### src/rtl/fib_seq_capture.sv
// Decimating capture of the Fibonacci term stream into a FIFO.
// Capture ends at the first 32-bit wrap, on stop, and drains before idling.
module fib_seq_capture #(
  parameter int DEPTH  = 8,
  parameter int IDX_W  = 8,
  parameter int DROP_W = 16
) (
  input  logic              clk,
  input  logic              reset,
  input  logic [31:0]       seq_i,
  input  logic              start_i,
  input  logic              stop_i,
  input  logic [7:0]        interval_i,
  output logic              out_valid_o,
  input  logic              out_ready_i,
  output logic [31:0]       out_data_o,
  output logic [IDX_W-1:0]  out_idx_o,
  output logic              busy_o,
  output logic              wrap_o,
  output logic [DROP_W-1:0] drop_cnt_o
);

  localparam int AW = $clog2(DEPTH);

  typedef enum logic [1:0] {
    IDLE,
    CAPTURE,
    DONE
  } state_t;

  state_t state, state_nx;

  logic [IDX_W-1:0] term_idx;
  logic [31:0]      prev_seq;
  logic [7:0]       interval;
  logic [7:0]       phase;

  logic [31:0]      mem_data [DEPTH];
  logic [IDX_W-1:0] mem_idx  [DEPTH];
  logic [AW:0]      wr_ptr;
  logic [AW:0]      rd_ptr;

  logic empty, full, one_left;
  logic pop, push, drop;
  logic wrap_det;
  logic accept_start, capture, wrap_set, advance;

  assign empty = (wr_ptr == rd_ptr);
  assign full  = (wr_ptr[AW] != rd_ptr[AW]) &&
                 (wr_ptr[AW-1:0] == rd_ptr[AW-1:0]);
  assign one_left = ((wr_ptr - rd_ptr) == (AW+1)'(1));

  assign wrap_det = (term_idx >= IDX_W'(2)) && (seq_i < prev_seq);

  // A pop in the same cycle frees the slot a full-FIFO push needs
  assign pop  = !empty && out_ready_i;
  assign push = capture && (!full || pop);
  assign drop = capture && full && !pop;

  always_comb begin
    state_nx     = state;
    accept_start = 1'b0;
    capture      = 1'b0;
    wrap_set     = 1'b0;
    advance      = 1'b0;
    unique case (state)
      IDLE: begin
        if (start_i) begin
          accept_start = 1'b1;
          state_nx     = CAPTURE;
        end
      end
      CAPTURE: begin
        if (wrap_det) begin
          wrap_set = 1'b1;
          state_nx = DONE;
        end else if (stop_i) begin
          state_nx = DONE;
        end else begin
          advance = 1'b1;
          capture = (phase == 8'd0);
        end
      end
      DONE: begin
        if (empty || (one_left && pop))
          state_nx = IDLE;
      end
      default: state_nx = IDLE;
    endcase
  end

  always_ff @(posedge clk or posedge reset) begin
    if (reset) begin
      state    <= IDLE;
      term_idx <= '0;
      prev_seq <= '0;
      interval <= '0;
      phase    <= '0;
      wrap_o   <= 1'b0;
      drop_cnt_o <= '0;
    end else begin
      state    <= state_nx;
      prev_seq <= seq_i;
      if (term_idx != '1)
        term_idx <= term_idx + 1'b1;
      if (accept_start) begin
        interval   <= interval_i;
        phase      <= '0;
        wrap_o     <= 1'b0;
        drop_cnt_o <= '0;
      end else begin
        if (advance)
          phase <= (phase == 8'd0) ? interval : phase - 1'b1;
        if (wrap_set)
          wrap_o <= 1'b1;
        if (drop && (drop_cnt_o != '1))
          drop_cnt_o <= drop_cnt_o + 1'b1;
      end
    end
  end

  always_ff @(posedge clk or posedge reset) begin
    if (reset) begin
      wr_ptr <= '0;
      rd_ptr <= '0;
    end else begin
      if (push)
        wr_ptr <= wr_ptr + 1'b1;
      if (pop)
        rd_ptr <= rd_ptr + 1'b1;
    end
  end

  always_ff @(posedge clk) begin
    if (push) begin
      mem_data[wr_ptr[AW-1:0]] <= seq_i;
      mem_idx[wr_ptr[AW-1:0]]  <= term_idx;
    end
  end

  assign out_valid_o = !empty;
  assign out_data_o  = empty ? '0 : mem_data[rd_ptr[AW-1:0]];
  assign out_idx_o   = empty ? '0 : mem_idx[rd_ptr[AW-1:0]];
  assign busy_o      = (state != IDLE);

endmodule

### config.mk
export PLATFORM = sky130hd
export DESIGN_NAME = fib_seq_capture
export DESIGN_NICKNAME = d
export VERILOG_FILES = /design/src/rtl/fib_seq_capture.sv
export SDC_FILE = /design/constraint.sdc
export NUM_CORES = 1
export LEC_CHECK = 0
export ABC_AREA = 1
export BUFFER_PORTS_ARGS = -buffer_cell sky130_fd_sc_hd__buf_2
export CELL_PAD_IN_SITES_DETAIL_PLACEMENT = 2
export CELL_PAD_IN_SITES_GLOBAL_PLACEMENT = 2
export CORE_MARGIN = 4
export CORE_UTILIZATION = 35
export CTS_CLUSTER_SIZE = 30
export DETAILED_ROUTE_END_ITERATION = 16
export PLACE_DENSITY_LB_ADDON = 0.08
export SETUP_SLACK_MARGIN = 0.4
export SLEW_MARGIN = 20
export SYNTH_ARGS = -nofsm -noshare
export SYNTH_HDL_FRONTEND = slang
export SYNTH_SLANG_ARGS = --single-unit
export TNS_END_PERCENT = 20
### constraint.sdc
create_clock -name clk -period 7.9 [get_ports clk]
set_clock_uncertainty 0.1 [all_clocks]
set_input_delay 0.395 -clock clk [delete_from_list [all_inputs] [get_ports clk]]
set_output_delay 0.395 -clock clk [all_outputs]
set_load 0.02 [all_outputs]
---- Word level (Yosys, flattened, before mapping) ----
Memories as Yosys holds them, arrays and structs flattened.
Cells that the tools add are included.
storage, ports and cells
  register bits ........................... 83
  latch bits .............................. 0
  RAM bits ................................ 320
  bits in read-only memories .............. 0
  word-level logic and storage cells ...... 76
  memories kept ........................... 2
memory list
  name      words  bits a word  rd ports  clocked after memory_dff  write ports  line  RTL
  mem_data  8      32           1         0                         1            38    logic [31:0] mem_data [DEPTH];
  mem_idx   8      8            1         0                         1            39    logic [IDX_W-1:0] mem_idx [DEPTH];
operators by class
  $add $sub $neg .......................... 6
  multiply operators ...................... 0
  divide/modulo/power cells ............... 0
  magnitude comparators ................... 2
  equality and inequality tests ........... 11
  shifts and indexed selects .............. 0
  muxes and demuxes ....................... 26
  bitwise logic cells ..................... 0
  reduce and logical (&&, ||, !) cells .... 20
operators by type and width
  operator                 number
  $lt A32 B32 Y1           1
  $mux W16                 2
  $mux W32                 1
  $mux W8                  4
  $add A16 B1 Y16 const B  1
  $ne A16 B16 Y1 const B   1
  $mux W1                  14
  $add A4 B1 Y4 const B    2
  $add A8 B1 Y8 const B    1
  $ge A8 B2 Y1 const B     1
  $logic_and A1 B1 Y1      8
  $logic_not A8 Y1         1
  $mux W2                  4
  $ne A8 B8 Y1 const B     1
  $reduce_bool A2 Y1       4
  $sub A8 B1 Y8 const B    1
  $pmux W2 S3              1
  $eq A4 B1 Y1 const B     1
  $eq A4 B4 Y1             1
  $ne A2 B2 Y1 const B     2
  $sub A4 B4 Y4            1
  $eq A3 B3 Y1             1
  $logic_not A1 Y1         3
  $ne A3 B3 Y1 const B     1
  other kinds (6)          7

---- Longest topological paths before layout ----
  depth after elaboration ................. 9
  mapped depth ............................ 18
  mapped depth without buffers ............ 17

---- Worst setup path after synthesis ----
Ideal clock, no wire load.
  kind .................................... flip-flop to flip-flop
  start ................................... register rd_ptr[1]
  end ..................................... memory mem_data[2][0], enable pin
  setup time .............................. 0.487 ns
  data arrival time ....................... 4.617 ns
  path slack .............................. 2.696 ns
  stages on the path, launching flop included .. 10
  path buffers ............................ 3
  period minus slack after synthesis ...... 5.204 ns
  cells stage by stage .................... dfrtp_1 > clkbuf_1 > inv_2 > clkbuf_1 > ha_1 > nand3_1 > nor3b_4 > or2_1 > buf_2 > nor3_1
on the way
  longest elaborated chain between the ends .. 7
RTL lines
  item                                                     line    RTL
  start: declaration                                       41      logic [AW:0] rd_ptr;
  start signal: assignment                                 130     rd_ptr <= rd_ptr + 1'b1;
  $eq A4 B4 Y1 or $eq A3 B3 Y1 (tied branches)             48, 50
  $logic_not A1 Y1 or $logic_and A1 B1 Y1 (tied branches)  56, 49
  $logic_and A1 B1 Y1 or $logic_not A1 Y1 (tied branches)  56, 57
  $logic_or A1 B1 Y1 (*)                                   57      assign push = capture && (!full || pop);
  $logic_and A1 B1 Y1 (*)                                  57
  $mux W1 (*)                                              135     if (push) begin
  $mux W1 (implied by the code) (*)                        136     mem_data[wr_ptr[AW-1:0]] <= seq_i;
  end: declaration                                         38
Mark *: on every way between the ends. The rest lies on a longest branch, timed or not.

---- Worst setup path in the final report ----
  start ................................... register rd_ptr[1]
  end ..................................... output port out_data_o[10]
on the way
  longest elaborated chain between the ends .. 2
RTL lines
  item                                            line  RTL
  $mem_v2 Z8 W32 or $eq A4 B4 Y1 (tied branches)  n/a
  $mux W32 (*)                                    142   assign out_data_o = empty ? '0 : mem_data[rd_ptr[AW-1:0]];
  end: declaration                                16    output logic [31:0] out_data_o,
Marks and branches as above.

==> run summary <==
### Clock network
* **maximum clock insertion buffer count** 3
* **TritonCTS sink count** 403
* **clock root buffer master** clkbuf_16
* **number of H-tree levels** 2
* **clock tree from TritonCTS** built
* **post-cts resize count** 0
* **clock slew at reported path FFs** 0.06 ns
* **Num CTS Buffers** 46
* **source-to-sink clock delay at the later pin of the worst-skew pair** 0.57 ns

### STA
* **setup repair after global routing missed its margin** no
* **fmax** 222.5 MHz
* **minimum clock period** 4.494 ns
* **total of endpoints with negative setup slack in the final report** 0
* **final worst path period share** 0.5688
* **Slew @ Worst Pin** 0.9238 ns
* **hold violation total from the final report** 0
* **final hold slack** 0.1401 ns
* **worst max-slew margin expressed relative to the limit** 0.3808
* **total negative slack** 0 ns
* **post-layout worst setup margin** 3.406 ns
* **Final Max Slew Viols** 0

### Pwr
* **sequential fraction of design power** 0.353
* **Sw Pwr** 2.741 mW
* **switching share of power** 0.3823
* **peak supply drop** 0.0002060 V
* **PD cells** 360.0 mW/mm^2
* **leak pwr** 7.503 nW
* **Clk pwr share** 0.303
* **Comb pwr share** 0.343
* **cell internal pwr** 4.429 mW

### Yosys
* **post-synthesis compound-gate area fraction** 0.1078
* **post-synthesis sequential area ratio** 0.6971
* **Synth Warn #** 0
* **number of distinct library cells after synthesis** 38
* **Async S/R FF share, synth** 0.2060
* **Synth Area in Adders** 0.03180
* **net count after synthesis** 1512
* **Seq cells post-synth** 403
* **syn avg cell area** 11.76 um^2
* **multiplexer area fraction after synthesis** 0
* **dominant combinational cell family by area after synthesis** simple AND/OR/NAND/NOR gates
* **most common flop cell mapped by yosys** edfxtp_1
* **cell count after synthesis** 1425
* **Post-synth EDFFs** 320
* **netlist area before placement** 0.01676 mm^2
* **Synth Area in XOR/XNOR** 0.008807
* **simple-gate area share of the yosys netlist** 0.1199

### Floorplan
* **initial core utilization** 0.3570
* **total I/O pin count** 104
* **Core Footprint** 0.04695 mm^2
* **Die Outline Area** 0.05146 mm^2
* **Die Height** 226.9 um
* **Die W** 226.9 um
* **Placement Rows** 79

### Global route
* **aggregate global routing overflow** 0
* **initial antenna violation count** 0
* **pin count of the biggest net entering global routing** 104
* **vias in the first global route** 13062
* **first-pass GRT wire length** 75380 um
* **All-Layer GR Usage** 0.1887

### Place
* **Port Buffers** 103
* **Worst Setup Slack post-DPL** 3.786 ns
* **cell area after placement** 0.01795 mm^2
* **gp weighted congestion** 0.7173
* **estimated wirelength of the detail-placed design** 27380 um

### Routing
* **post-detailed-route via-to-cell ratio** 5.228
* **DRT antenna net count** 0
* **vias after detailed routing** 11559
* **average detailed-routed wire length per instance** 21.81 um
* **1st-iter DRT viols** 607
* **DRC Markers** 0
* **first-pass detailed-route iteration total** 6
* **final routed wirelength across all metal layers** 48220 um

### Cells and area
* **most common cell after layout, fill and taps aside** edfxtp_1
* **layout overhead on the synthesized area** 18.82%
* **Ant. Diodes** 0
* **layout cell share with drive strength beyond 1** 0.1415
* **layout net count** 1653
* **utilization after layout** 0.4242
* **final standard cell area without fillers** 0.01992 mm^2
* **highest-count cells in the layout ignoring fill and taps** edfxtp_1 (320), nor2_1 (295), o21ai_0 (221)

### Setup path
* **maximum fanout along the worst path** 40
* **crit path DAT** 4.00 ns
* **Buffers & Inverters on Critical Path** 4
* **CP Capture Type** primary output
* **Startpoint Class** flop
* **highest cell delay on the worst timing path** 0.80 ns
* **data required time of the worst path** 7.40 ns
* **cells along the critical path** inv_2, ha_1, nand3_1, nor2_1, inv_1, buf_4, o21ai_0, a31oi_1, buf_2
* **dominant delay contributor by cell family on the critical path** buffers and inverters
* **CP max-delay cell** dfrtp_2
* **start-to-end type of the worst setup path** reg2out

### Outcome
* **result of the run** finished, final reports clean

### Min path
* **path class of the lowest-slack min-delay path** in2reg

### Flow run
* **Max Cap Viol** 0

[power by group through the flow]
stage,logic [mW],registers [mW],clock network [mW]
6_report,2.46,2.53,2.18
5_1_grt,2.76,2.55,2.33
4_1_cts,2.52,2.54,2.24
3_5_place_dp,2.49,2.58,0
3_3_place_gp,2.43,2.57,0
2_1_floorplan,1.67,2.48,0
[worst reg2reg max path, delay by kind of cell, from the launching register on]
kind                       cells  cell delay, ns
adders and majority gates      1            0.44
buffers and inverters          2            0.98
and+or+nand+nor                4            1.37
DFF                            1            0.80
[per-layer routing]
layer  GRT usage  vias to the layer above  routed length [um]
met4     0.04831                        0                 902
met3     0.02563                       58                1240
met5           0                        -                   0
li1            -                     5336                   -
met1      0.2464                     6031               21980
met2      0.3330                      134               24100
[through the flow]
step | std cells | power [mW]
floorplan | 1425 | 4.144
global placement | 2084 | 5.000
detailed placement | 2084 | 5.070
CTS | 2211 | 7.298
global route | 2211 | 7.638
finish | 2211 | 7.170
[cells by family (layout without fill, tap and decap cells)]
kind of cell / count (synthesis) / count (layout)
adder cells (fa/ha/maj): 42 / 42
AND/OR/NAND/NOR: 477 / 477
XOR/XNOR: 16 / 16
buffers and inverters: 151 / 330
flip-flops: 403 / 403
AO/OA/AOI/OAI: 336 / 336
[sequential cells by signal, indices dropped and copies added, names as in the netlist]
name,flops
drop_cnt_o,16
interval,8
mem_data,256
mem_idx,64
phase,8
prev_seq,32
rd_ptr,4
state,2
term_idx,8
wr_ptr,4
wrap_o,1
[Yosys cell counts (all sizes together) (3+ instances only)]
master / count / area [um^2]
edfxtp: 320 / 9609
nor2: 304 / 1194
o21ai: 221 / 1106
nand2: 115 / 434.2
dfrtp: 83 / 2077
inv: 79 / 296.5
clkbuf: 54 / 202.7
o22ai: 46 / 287.8
a31oi: 41 / 256.5
ha: 41 / 513.0
a21oi: 23 / 115.1
nand3: 23 / 130.1
buf: 15 / 68.82
nand4: 15 / 123.9
nor3: 13 / 65.06
xor2: 12 / 112.6
xnor2: 4 / 35.03
clkinv: 3 / 11.26
[repair_timing]
item,4_1_cts,5_1_grt
hold endpoints to repair,83,0
buffers inserted,0,0
endpoints found under the setup margin,0,0
hold buffers,41,0
[cell type report]
| type | count | area (um^2) |
|---|---|---|
| Clock buffer | 66 | 1350 |
| Clock inverter | 20 | 196.4 |
| Fill cell | 4737 | 27030 |
| Inverter | 82 | 315.3 |
| Multi-Input combinational cell | 871 | 4541 |
| Sequential cell | 403 | 11690 |
| Tap cell | 607 | 759.5 |
| Timing Repair Buffer | 162 | 1065 |
[worst paths after layout]
kind	from	end	slack, ns	cells past startpoint
min in group asynchronous	reset	prev_seq[4]	0.38	3
worst max register to register	rd_ptr[1]	mem_data[5][27]	3.86	7
worst max-delay path	rd_ptr[1]	out_data_o[10]	3.41	9
worst min-delay path	stop_i	wr_ptr[3]	0.14	5
worst min register to register	interval[1]	interval[1]	0.38	2
max in group asynchronous	reset	rd_ptr[0]	6.19	4
Note: power is estimated with default switching activity, not from simulation.
